## src/rtl/muxn_reg.sv

```systemverilog
`default_nettype none
// ============================================================================
//  Module      : muxn_reg
//  Description : N-channel registered multiplexer with per-channel valid/ready,
//                direct-select or round-robin arbitration, one output register.
//  Revision    : 1.0 - initial release
// ============================================================================
module muxn_reg #(
    parameter  int DATA_WITH = 12,
    parameter  int NUM_CH    = 4,
    localparam int SEL_W     = $clog2(NUM_CH)
) (
    input  logic                          i_clk,
    input  logic                          i_rst_n,
    input  logic [NUM_CH*DATA_WITH-1:0]   i_data,
    input  logic [NUM_CH-1:0]             i_valid,
    output logic [NUM_CH-1:0]             o_ready,
    input  logic                          i_mode,
    input  logic [SEL_W-1:0]              i_sel,
    output logic [DATA_WITH-1:0]          o_data,
    output logic                          o_valid,
    output logic [SEL_W-1:0]              o_ch,
    input  logic                          i_ready
);

    // One extra bit so pointer+offset sums never overflow before wrapping.
    localparam logic [SEL_W:0] c_num_ch = (SEL_W+1)'(NUM_CH);

    logic [DATA_WITH-1:0] r_data;
    logic                 r_valid;
    logic [SEL_W-1:0]     r_ch;
    logic [SEL_W-1:0]     r_ptr;

    logic [DATA_WITH-1:0] w_ch_data [NUM_CH];
    logic [DATA_WITH-1:0] w_pick_data;
    logic                 w_rr_hit;
    logic [SEL_W-1:0]     w_rr_ch;
    logic                 w_sel_ok;
    logic                 w_pick_vld;
    logic [SEL_W-1:0]     w_pick;
    logic                 w_load;
    logic                 w_grant;
    logic                 w_xfer;

    function automatic logic [SEL_W-1:0] rr_index(input logic [SEL_W-1:0] ptr,
                                                  input logic [SEL_W:0]   off);
        logic [SEL_W:0] sum;
        sum = {1'b0, ptr} + off;
        if (sum >= c_num_ch)
            sum = sum - c_num_ch;
        return sum[SEL_W-1:0];
    endfunction

    function automatic logic [SEL_W-1:0] wrap_inc(input logic [SEL_W-1:0] ch);
        logic [SEL_W:0] sum;
        sum = {1'b0, ch} + (SEL_W+1)'(1);
        return (sum == c_num_ch) ? '0 : sum[SEL_W-1:0];
    endfunction

    generate
        for (genvar k = 0; k < NUM_CH; k++) begin : g_unpack
            assign w_ch_data[k] = i_data[k*DATA_WITH +: DATA_WITH];
        end
    endgenerate

    // First valid channel at or after the pointer, wrapping around.
    always_comb begin
        w_rr_hit = 1'b0;
        w_rr_ch  = '0;
        for (int j = 0; j < NUM_CH; j++) begin
            if (!w_rr_hit && i_valid[rr_index(r_ptr, (SEL_W+1)'(j))]) begin
                w_rr_hit = 1'b1;
                w_rr_ch  = rr_index(r_ptr, (SEL_W+1)'(j));
            end
        end
    end

    assign w_sel_ok   = ({1'b0, i_sel} < c_num_ch);
    assign w_pick_vld = i_mode ? w_rr_hit : w_sel_ok;
    assign w_pick     = i_mode ? w_rr_ch  : i_sel;
    assign w_load     = !r_valid || i_ready;
    assign w_grant    = i_rst_n && w_load && w_pick_vld;

    generate
        for (genvar k = 0; k < NUM_CH; k++) begin : g_ready
            assign o_ready[k] = w_grant && (w_pick == SEL_W'(k));
        end
    endgenerate

    assign w_xfer = |(o_ready & i_valid);

    always_comb begin
        w_pick_data = '0;
        for (int k = 0; k < NUM_CH; k++) begin
            if (w_pick == SEL_W'(k))
                w_pick_data = w_ch_data[k];
        end
    end

    always_ff @(posedge i_clk or negedge i_rst_n) begin
        if (!i_rst_n) begin
            r_data  <= '0;
            r_valid <= 1'b0;
            r_ch    <= '0;
            r_ptr   <= '0;
        end else if (w_xfer) begin
            r_data  <= w_pick_data;
            r_ch    <= w_pick;
            r_valid <= 1'b1;
            if (i_mode)
                r_ptr <= wrap_inc(w_pick);
        end else if (r_valid && i_ready) begin
            r_valid <= 1'b0;
        end
    end

    assign o_data  = r_data;
    assign o_valid = r_valid;
    assign o_ch    = r_ch;

endmodule
`default_nettype wire

```

## config.mk

```make
export PLATFORM = sky130hd
export DESIGN_NAME = muxn_reg
export DESIGN_NICKNAME = d
export VERILOG_FILES = /design/src/rtl/muxn_reg.sv
export SDC_FILE = /design/constraint.sdc
export NUM_CORES = 1
export LEC_CHECK = 0
export BUFFER_PORTS_ARGS = -buffer_cell sky130_fd_sc_hd__buf_2
export CAP_MARGIN = 0
export CORE_ASPECT_RATIO = 0.6
export CORE_MARGIN = 2
export CORE_UTILIZATION = 38
export CTS_CLUSTER_SIZE = 20
export DETAILED_ROUTE_END_ITERATION = 8
export GPL_TIMING_DRIVEN = 0
export MAX_ROUTING_LAYER = met4
export PLACE_DENSITY = 0.76
export SLEW_MARGIN = 5
export SYNTH_ARGS = -nofsm -noshare
export SYNTH_HDL_FRONTEND = slang
export SYNTH_SLANG_ARGS = --single-unit
```

## constraint.sdc

```tcl
create_clock -name i_clk -period 2.6 [get_ports i_clk]
set_clock_uncertainty 0.2 [all_clocks]
set_input_delay 0.52 -clock i_clk [delete_from_list [all_inputs] [get_ports i_clk]]
set_output_delay 0.52 -clock i_clk [all_outputs]
set_load 0.005 [all_outputs]
```

==> results.json, run 1 <==
{
  "die_h_um": 47.7,
  "total_power_mw": 2.01,
  "final_cell_mix": "buf_2, buf_4, a21oi_2, dfrtp_1, a21oi_1",
  "maxCapViolations": 0,
  "rsz0062_at_grt": "true",
  "crit_path_cell_trace": "nand2b_4 -> a21oi_2 -> or3_4 -> nand3_4 -> o21ai_4 -> ha_4 -> buf_6 -> a22oi_2 -> a221oi_4 -> nand2_2 -> buf_6 -> nand2_2 -> o211ai_1",
  "postSynthAreaPerCell_sq_um": 8.10,
  "diodes": 0,
  "core_sq_um": 2950,
  "die-area_sq_um": 3660,
  "crit_required_ps": 2510,
  "layout_commonest_cell": "buf_2",
  "synthCells": 149,
  "finalCriticalPeriod_ps": 2850,
  "dr.pass1.iters": 4,
  "synth_top_family_by_area": "compound AO/OA/AOI/OAI gates",
  "antenna_found_initial": 0,
  "clk_latency_ps": 250,
  "synthSimpleGateAreaFrac": 0.250,
  "antenna_left": 0,
  "slowest_stage": "dfrtp_2",
  "crit_path_end_kind": "register",
  "fillCellCount": 159,
  "p_sw_frac": 0.426,
  "io_buffers": 76,
  "grt_pass1_wl_um": 6640,
  "start_util": 0.410,
  "ys_seq_area_frac": 0.352,
  "reg2reg_depth": 13,
  "final-setup-viol-count": 19,
  "place_hpwl_um": 3110,
  "synthesis.area_sq_um": 1210,
  "worst_slew_pin_slew_ps": 452,
  "slew_headroom": 0.698,
  "dr.first_iter.drc_count": 141,
  "path_buf_inv": 2,
  "setup_ws_ps": -249,
  "viasPerCell": 5.82,
  "fmax_mhz": 351,
  "cts_tree": "built",
  "hold_path.class": "in2async",
  "critPathMaxFanout": 6,
  "ys_ff_latch": 17,
  "crit_type": "reg2reg",
  "track_usage": 0.249,
  "synth_cell_types": 29,
  "clock_path_buffers": 2,
  "p_per_area_nw_per_um2": 840,
  "slowest_delay_ps": 470,
  "htreeDepth": 1,
  "gr-total-overflow": 0,
  "outcome": "finished, violations left",
  "p_sw_mw": 0.857,
  "grt_start_max_net_pins": 20,
  "static-leakage-power_nw": 1.08,
  "synth_compound_area_frac": 0.297,
  "yosysWarnings": 0,
  "place_congestion": 0.871,
  "r2r-end": "r_ptr[0]",
  "clkTransAtPathRegs_ps": 70,
  "seqPwrFrac": 0.256,
  "cts_made_buffers": 3,
  "intPower_mw": 1.16,
  "r2r_setup_slack_ps": -250,
  "synth.area.mux_share": 0.00933,
  "critical_path.top_delay_family": "compound AO/OA/AOI/OAI gates",
  "synthAdderAreaFrac": 0.0415,
  "wirelength_um": 6330,
  "power_frac_clock": 0.099,
  "cts_num_sinks": 17,
  "r2r_start": "r_ptr[1]",
  "wl_per_cell_um": 21.4,
  "dr_total_vias": 1722,
  "synth_xor_area_frac": 0,
  "chipWidth_um": 76.8,
  "rows": 15,
  "grt_pass1_vias": 1341,
  "worstSetupStartpointType": "register",
  "holdWs_ps": -8.68,
  "violations": "negative hold slack, negative setup slack",
  "drc": 0,
  "fin_nets": 317,
  "final.setup.tns_ps": -3600,
  "drive_gt1_frac": 0.720,
  "cts_root_buf": "clkbuf_8",
  "slew_viol_final": 0,
  "vdd_drop_max_uv": 519,
  "boundaryPins": 77,
  "finalHoldViolCount": 17,
  "period_share": 1.10,
  "area_delta_synth_final_pct": 98.4,
  "synth_nets": 211,
  "combPwrFrac": 0.645,
  "worstPathArrival_ps": 2760
}
registers in the layout, indices dropped and copies added, names as in the netlist:
name	cells
o_ch	2
r_ptr	2
o_valid	1
o_data	12
area by class of cell:
class                      instances  area, sq um  area share
buffer                             7         90.1      0.0376
clock buffer                       3         41.3      0.0172
clock inverter                     1         5.00     0.00209
inverter                           5         18.8     0.00783
multi-input combinational        118         1110       0.464
sequential                        17          427       0.178
tap                               42         52.6      0.0219
timing repair buffer             103          649       0.271
power groups by stage:
stage,clock [mW],sequential [mW],combinational (mW)
after floorplan,0,0.481,0.414
after global placement,0,0.473,0.698
after detailed placement,0,0.476,0.709
after CTS,0.191,0.473,0.943
after global routing,0.212,0.527,1.36
final,0.198,0.516,1.30
cell families (layout without fill, tap and decap cells):
| family | Yosys count | count (layout) |
|---|---|---|
| AND/OR/NAND/NOR | 59 | 59 |
| AO/OA/AOI/OAI | 54 | 54 |
| flip-flops | 17 | 17 |
| buffers and inverters | 14 | 119 |
| adder cells (fa/ha/maj) | 4 | 4 |
| multiplexers | 1 | 1 |
synth_stat cells (all sizes together):
library cell | number | area, sq um
a21o | 1 | 7.51
a21oi | 29 | 145
a221oi | 13 | 131
a22oi | 2 | 20.0
a2bb2oi | 1 | 8.76
a31oi | 1 | 6.26
and2 | 4 | 25.0
and3b | 1 | 8.76
buf | 4 | 22.5
clkbuf | 5 | 18.8
dfrtp | 17 | 425
ha | 4 | 50.1
inv | 5 | 18.8
mux2 | 1 | 11.3
nand2 | 8 | 32.5
nand2b | 5 | 31.3
nand3 | 1 | 5.00
nor2 | 15 | 56.3
nor2b | 12 | 75.1
nor3 | 11 | 55.1
nor4 | 1 | 6.26
o211ai | 1 | 7.51
o21a | 1 | 7.51
o21ai | 5 | 25.0
or3 | 1 | 6.26
what timing repair did:
item | CTS | global route
gates cloned | 1 | 1
setup endpoints to repair | 19 | 20
pin swaps | 17 | 17
setup buffers | 20 | 5
gates resized for setup | 46 | 62
hold buffers | 0 | 0
how the worst max path moves through the flow:
stage                from    endpoint  slack (ps)  cells past startpoint
3_5_place_dp   i_valid[3]  o_ready[3]        -560                     10
6_report         r_ptr[1]    r_ptr[0]        -250                     13
3_3_place_gp   i_valid[3]  o_ready[3]        -540                     10
2_1_floorplan  i_valid[3]    r_ptr[1]         -20                     10
4_1_cts          r_ptr[1]  o_ready[1]        -130                      9
5_1_grt          r_ptr[1]    r_ptr[0]        -300                     13
stage by stage:
stage	setup WS, ps	hold WS [ps]	util	std cells	cell area (sq um)
global route	-297	9.39	0.813	296	2400
floorplan	-21.1	24.4	-	149	1240
finish	-249	-8.68	0.813	296	2400
CTS	-129	2.79	0.707	290	2080
detailed placement	-563	265	0.566	267	1670
global placement	-536	268	0.566	267	1670
metal layers:
metal / track usage / vias up / routed length, um
met4: 0.0873 / 0 / 270
li1: - / 750 / -
met1: 0.345 / 799 / 2410
met2: 0.377 / 141 / 2980
met5: - / - / 0
met3: 0.0396 / 32 / 662
No activity file was read; power rests on OpenSTA's default activity.
==> run 2, diff against run 1 <==
Settings changed: CTS_CLUSTER_SIZE 20 to unset, GPL_ROUTABILITY_DRIVEN set to 0, HOLD_SLACK_MARGIN set to 0.12.
==> run 2 against run 1 <==
Against the previous run:
- the flow finishes with violations (negative setup slack)
- hold slack gained 300 ps
- setup slack gained 87 ps
- routed wire length shrank 21%
- power shrank 14%
- die area is the same
- sequential power shrank 4.3%
- non-clock buffer count shrank 6
- register-to-register slack gained 90 ps
- first-iteration DRC count grew 18%
- sequential share of layout area grew 1.9 points
- clock power shrank 5%
==> results.json, run 2 (synthesis results as in run 1) <==
{
  "outcome": "finished, violations left",
  "violations": "negative setup slack",
  "grt_pass1_vias": 1374,
  "wl_per_cell_um": 17.1,
  "min_to": "o_ch[1]",
  "fin_nets": 311,
  "slew_viol_final": 0,
  "die-area_sq_um": 3660,
  "io_buffers": 76,
  "grt_use_met1": 0.354,
  "area_delta_synth_final_pct": 79.4,
  "grt_start_max_net_pins": 18,
  "cts_tree": "built",
  "preCtsSetupSlack_ps": -552,
  "vdd_drop_max_uv": 500,
  "largest_reg_flops": 12,
  "holdWs_ps": 287,
  "r2r_start": "r_ptr[1]",
  "final-setup-viol-count": 19,
  "worstSetupStartpointType": "register",
  "crit_required_ps": 2530,
  "layout_commonest_cell": "buf_2",
  "grt_pass1_wl_um": 6600,
  "drc": 0,
  "slew_headroom": 0.512,
  "worstPathArrival_ps": 2690,
  "path_buf_inv": 1,
  "dr_total_vias": 1578,
  "cts_num_sinks": 17,
  "reg2reg_depth": 10,
  "htreeDepth": 1,
  "rsz0062_at_grt": "true",
  "cts_made_buffers": 3,
  "period_share": 1.06,
  "antenna_found_initial": 0,
  "critPathMaxFanout": 6,
  "finalCriticalPeriod_ps": 2760,
  "wirelength_um": 4970,
  "met3_usage": 0.0321,
  "dr.pass1.iters": 4,
  "crit_type": "reg2reg",
  "viasPerCell": 5.44,
  "fmax_mhz": 362,
  "antenna_left": 0,
  "final_area_sq_um": 2170,
  "rows": 15,
  "final_cell_mix": "buf_2, a21oi_1, buf_4",
  "p_per_area_nw_per_um2": 800,
  "met2_usage": 0.356,
  "maxCapViolations": 0,
  "slowest_delay_ps": 450,
  "track_usage": 0.245,
  "gr-total-overflow": 0,
  "cts_root_buf": "clkbuf_8",
  "hold_path_depth": 2,
  "cp_num_cells": 10,
  "hold_path.class": "reg2reg",
  "drive_gt1_frac": 0.617,
  "setup_ws_ps": -162,
  "place_hpwl_um": 3040,
  "chipWidth_um": 76.8,
  "boundaryPins": 77,
  "core_sq_um": 2950,
  "grt.busiest_layer": "met2",
  "clk_latency_ps": 250,
  "clkTransAtPathRegs_ps": 60,
  "postPlaceCellArea_sq_um": 1670,
  "clock_path_buffers": 2,
  "worst_slew_pin_slew_ps": 729,
  "crit_path_cell_trace": "and3b_1 -> o21ai_2 -> nand3_4 -> o21ai_4 -> ha_4 -> buf_6 -> a22oi_2 -> a221oi_4 -> nand2_2 -> mux2_4",
  "crit_path_end_kind": "register",
  "min-delay-start": "o_ch[1]",
  "start_util": 0.410,
  "utilization": 0.735,
  "slowest_stage": "dfrtp_2",
  "r2r_setup_slack_ps": -160,
  "static-leakage-power_nw": 1.01,
  "die_h_um": 47.7,
  "diodes": 0,
  "finalHoldViolCount": 0,
  "r2r-end": "r_ptr[1]",
  "critical_path.top_delay_family": "compound AO/OA/AOI/OAI gates",
  "dr.first_iter.drc_count": 166
}
-- run 2: cell types whose count changed in the layout (fill, tap and decap cells not counted), moves of 3 or more --
cell,previous run,this run
a21oi_1,13,21
a21oi_2,16,8
nor3_1,4,11
nor3_2,7,0
nor2_1,7,11
buf_6,12,9
buf_8,4,1
-- run 2: cell type report --
| cell class | instances | area (sq um) |
|---|---|---|
| multi-input combinational | 118 | 972 |
| sequential | 17 | 427 |
| inverter | 5 | 18.8 |
| buffer | 6 | 65.1 |
| timing repair buffer | 98 | 586 |
| clock buffer | 4 | 45.0 |
| tap | 42 | 52.6 |
| fill | 206 | 781 |
-- run 2: report_power, final --
part / leakage (nW) / switching (mW) / total (mW) / internal, mW
Combinational: 0.793 / 0.513 / 1.05 / 0.537
Sequential: 0.193 / 0.0992 / 0.494 / 0.395
Clock: 0.0228 / 0.0794 / 0.188 / 0.108
Total: 1.01 / 0.692 / 1.73 / 1.04
-- run 2: worst min-delay path, stage by stage, from the launching register on --
cell	delay [ps]
dfrtp_1	330
nand2_1	50
o21ai_0	70
-- run 2: how the worst max path moves through the flow --
stage	to	start	slack [ps]
after global routing	o_data[8]	r_ptr[1]	-240
after floorplan	r_ptr[1]	i_valid[3]	-20
after global placement	o_ready[3]	i_valid[3]	-540
final	r_ptr[1]	r_ptr[1]	-160
after CTS	o_ready[3]	r_ptr[1]	-130
after detailed placement	o_ready[3]	i_valid[3]	-550
-- run 2: routing by layer --
layer	wire length [um]	part of all wire	vias up
met2	2320	0.47	75
met3	374	0.075	12
li1	-	-	742
met1	2160	0.43	749
met4	112	0.023	0
met5	0	0	-
-- run 2: timing repair --
action | 4_1_cts | 5_1_grt
hold endpoints to repair | 17 | 0
gates cloned | 2 | 0
endpoints found under the setup margin | 19 | 21
hold buffers | 1 | 0
pin swaps | 14 | 16
buffers inserted | 16 | 4
resized for setup | 37 | 34
-- run 2: per-stage QoR --
stage               std cells  setup TNS [ps]  total power, mW
global placement          267           -7760             1.17
floorplan                 149           -21.1            0.895
finish                    290           -2050             1.73
CTS                       288           -1770             1.56
detailed placement        267           -8150             1.18
global route              290           -3540             1.85
==> run 3, diff against run 2 <==
--- a/constraint.sdc
+++ b/constraint.sdc
@@ -4,2 +4,2 @@
 set_output_delay 0.52 -clock i_clk [all_outputs]
-set_load 0.005 [all_outputs]
+set_load 0.1 [all_outputs]
==> run 3 against run 2 <==
Against the previous run:
- the run still ends with negative setup slack left
- die area did not move
- cell count fell by 0.69%
- via count down 1.1%
- register-to-register slack better by 30 ps
- clock power increased by 6%
- sequential cell count unchanged
- global-route usage rose by 0.99 points
- power grew 49%
==> results.json, run 3 (synthesis results as in run 1) <==
{
  "grt_pass1_vias": 1408,
  "maxCapViolations": 0,
  "final-setup-viol-count": 18,
  "static-leakage-power_nw": 1.00,
  "power_frac_clock": 0.077,
  "fillCellCount": 212,
  "fin_nets": 309,
  "cts_root_buf": "clkbuf_8",
  "track_usage": 0.255,
  "finalCriticalPeriod_ps": 2810,
  "crit_path_cell_trace": "and3b_1 -> o21ai_2 -> nand3_4 -> o21a_4 -> ha_4 -> buf_8 -> and2_4 -> buf_12",
  "seqPwrFrac": 0.187,
  "die_h_um": 47.7,
  "drive_gt1_frac": 0.549,
  "place_hpwl_um": 3040,
  "slowest_stage": "dfrtp_2",
  "rsz0062_at_grt": "true",
  "preCtsSetupSlack_ps": -713,
  "crit_required_ps": 1880,
  "postPlaceCellArea_sq_um": 1690,
  "slowest_delay_ps": 450,
  "core_sq_um": 2950,
  "critPathMaxFanout": 7,
  "slew_viol_final": 0,
  "p_per_area_nw_per_um2": 1210,
  "clkTransAtPathRegs_ps": 70,
  "grt_start_max_net_pins": 18,
  "intPower_mw": 1.02,
  "crit_path_end_kind": "output port",
  "start_util": 0.410,
  "io_buffers": 76,
  "p_sw_mw": 1.56,
  "period_share": 1.08,
  "boundaryPins": 77,
  "clk_latency_ps": 250,
  "clock_path_buffers": 2,
  "drc": 0,
  "diodes": 0,
  "outcome": "finished, violations left",
  "dr_total_vias": 1560,
  "fmax_mhz": 356,
  "rows": 15,
  "final_area_sq_um": 2140,
  "area_delta_synth_final_pct": 77.1,
  "antenna_found_initial": 0,
  "finalHoldViolCount": 0,
  "hold_path.class": "reg2reg",
  "viasPerCell": 5.42,
  "dr.pass1.iters": 4,
  "seq_area_sq_um": 427,
  "layout_commonest_cell": "buf_2",
  "dr.first_iter.drc_count": 117,
  "vdd_drop_max_uv": 853,
  "grt_pass1_wl_um": 6800,
  "cts_tree": "built",
  "final_cell_mix": "buf_2, a21oi_1, dfrtp_1",
  "largest_reg_flops": 12,
  "combPwrFrac": 0.736,
  "antenna_left": 0,
  "wl_per_cell_um": 17.0,
  "violations": "negative setup slack",
  "setup_ws_ps": -206,
  "worstSetupStartpointType": "register",
  "worst_slew_pin_slew_ps": 777,
  "cts_num_sinks": 17,
  "crit_type": "reg2out",
  "multi_input_area_sq_um": 893,
  "worstPathArrival_ps": 2090,
  "die-area_sq_um": 3660,
  "cts_made_buffers": 3,
  "slew_headroom": 0.480,
  "gr-total-overflow": 0,
  "htreeDepth": 1,
  "p_sw_frac": 0.605,
  "chipWidth_um": 76.8,
  "wirelength_um": 4910
}
## run 3: cell types whose count changed in the layout (fill, tap and decap cells not counted), sizes merged
cell | previous run | this run
buf | 100 | 97
clkinv | 0 | 1
## run 3: final timing paths
| kind | start | end | slack, ps | cells after the start |
|---|---|---|---|---|
| worst max-delay path | r_ptr[1] | o_ready[2] | -210 | 8 |
| worst min-delay path | o_ch[1] | o_ch[1] | 290 | 2 |
| worst max register to register | r_ptr[1] | r_ptr[1] | -130 | 10 |
| worst min register to register | o_ch[1] | o_ch[1] | 290 | 2 |
| max in group asynchronous | i_rst_n | r_ptr[1] | 950 | 2 |
| min in group asynchronous | i_rst_n | o_valid | 710 | 2 |
## run 3: stage by stage
| step | power (mW) | utilization | TNS (ps) | hold WS (ps) | cells |
|---|---|---|---|---|---|
| after floorplan | 1.79 | - | -146 | 24.4 | 149 |
| after global placement | 2.09 | 0.572 | -9200 | 265 | 267 |
| after detailed placement | 2.10 | 0.572 | -9540 | 272 | 267 |
| after CTS | 2.46 | 0.688 | -1820 | 287 | 285 |
| after global routing | 2.70 | 0.726 | -3950 | 338 | 288 |
| final | 2.59 | 0.726 | -2070 | 286 | 288 |
## run 3: what timing repair did
item | 4_1_cts | 5_1_grt
buffers inserted | 14 | 3
endpoints found under the hold margin | 17 | 0
pin swaps | 10 | 8
setup endpoints to repair | 19 | 19
gates cloned | 1 | 1
hold buffers | 1 | 0
gates resized for setup | 41 | 19
## run 3: layer usage
metal	GRT usage	part of all wire	vias to the layer above
met5	-	0	-
met4	0.0873	0.0090	0
met3	0.0792	0.11	4
met2	0.398	0.46	102
met1	0.322	0.41	716
li1	-	-	738
## run 3: worst max-delay path, delay by kind of cell, from the launching register on
family / cells / cell delay, ps
flops: 1 / 450
simple gates: 3 / 480
fa+ha+maj: 1 / 170
buf+inv: 2 / 280
compound gates: 2 / 450
## run 3: final cells by class
cell class	count	share of cell area
clock buffers	3	0.0193
clock inverters	1	0.00234
flip-flops and latches	17	0.200
well taps	42	0.0246
inverters	5	0.00878
plain buffers	6	0.0357
multi-input cells	118	0.418
repair buffers	96	0.292
## run 3: power by group through the flow
| stage | clock (mW) | sequential, mW | combinational (mW) |
|---|---|---|---|
| finish | 0.199 | 0.482 | 1.90 |
| global route | 0.219 | 0.495 | 1.99 |
| CTS | 0.201 | 0.471 | 1.79 |
| detailed placement | 0 | 0.474 | 1.62 |
| global placement | 0 | 0.471 | 1.62 |
| floorplan | 0 | 1.31 | 0.482 |
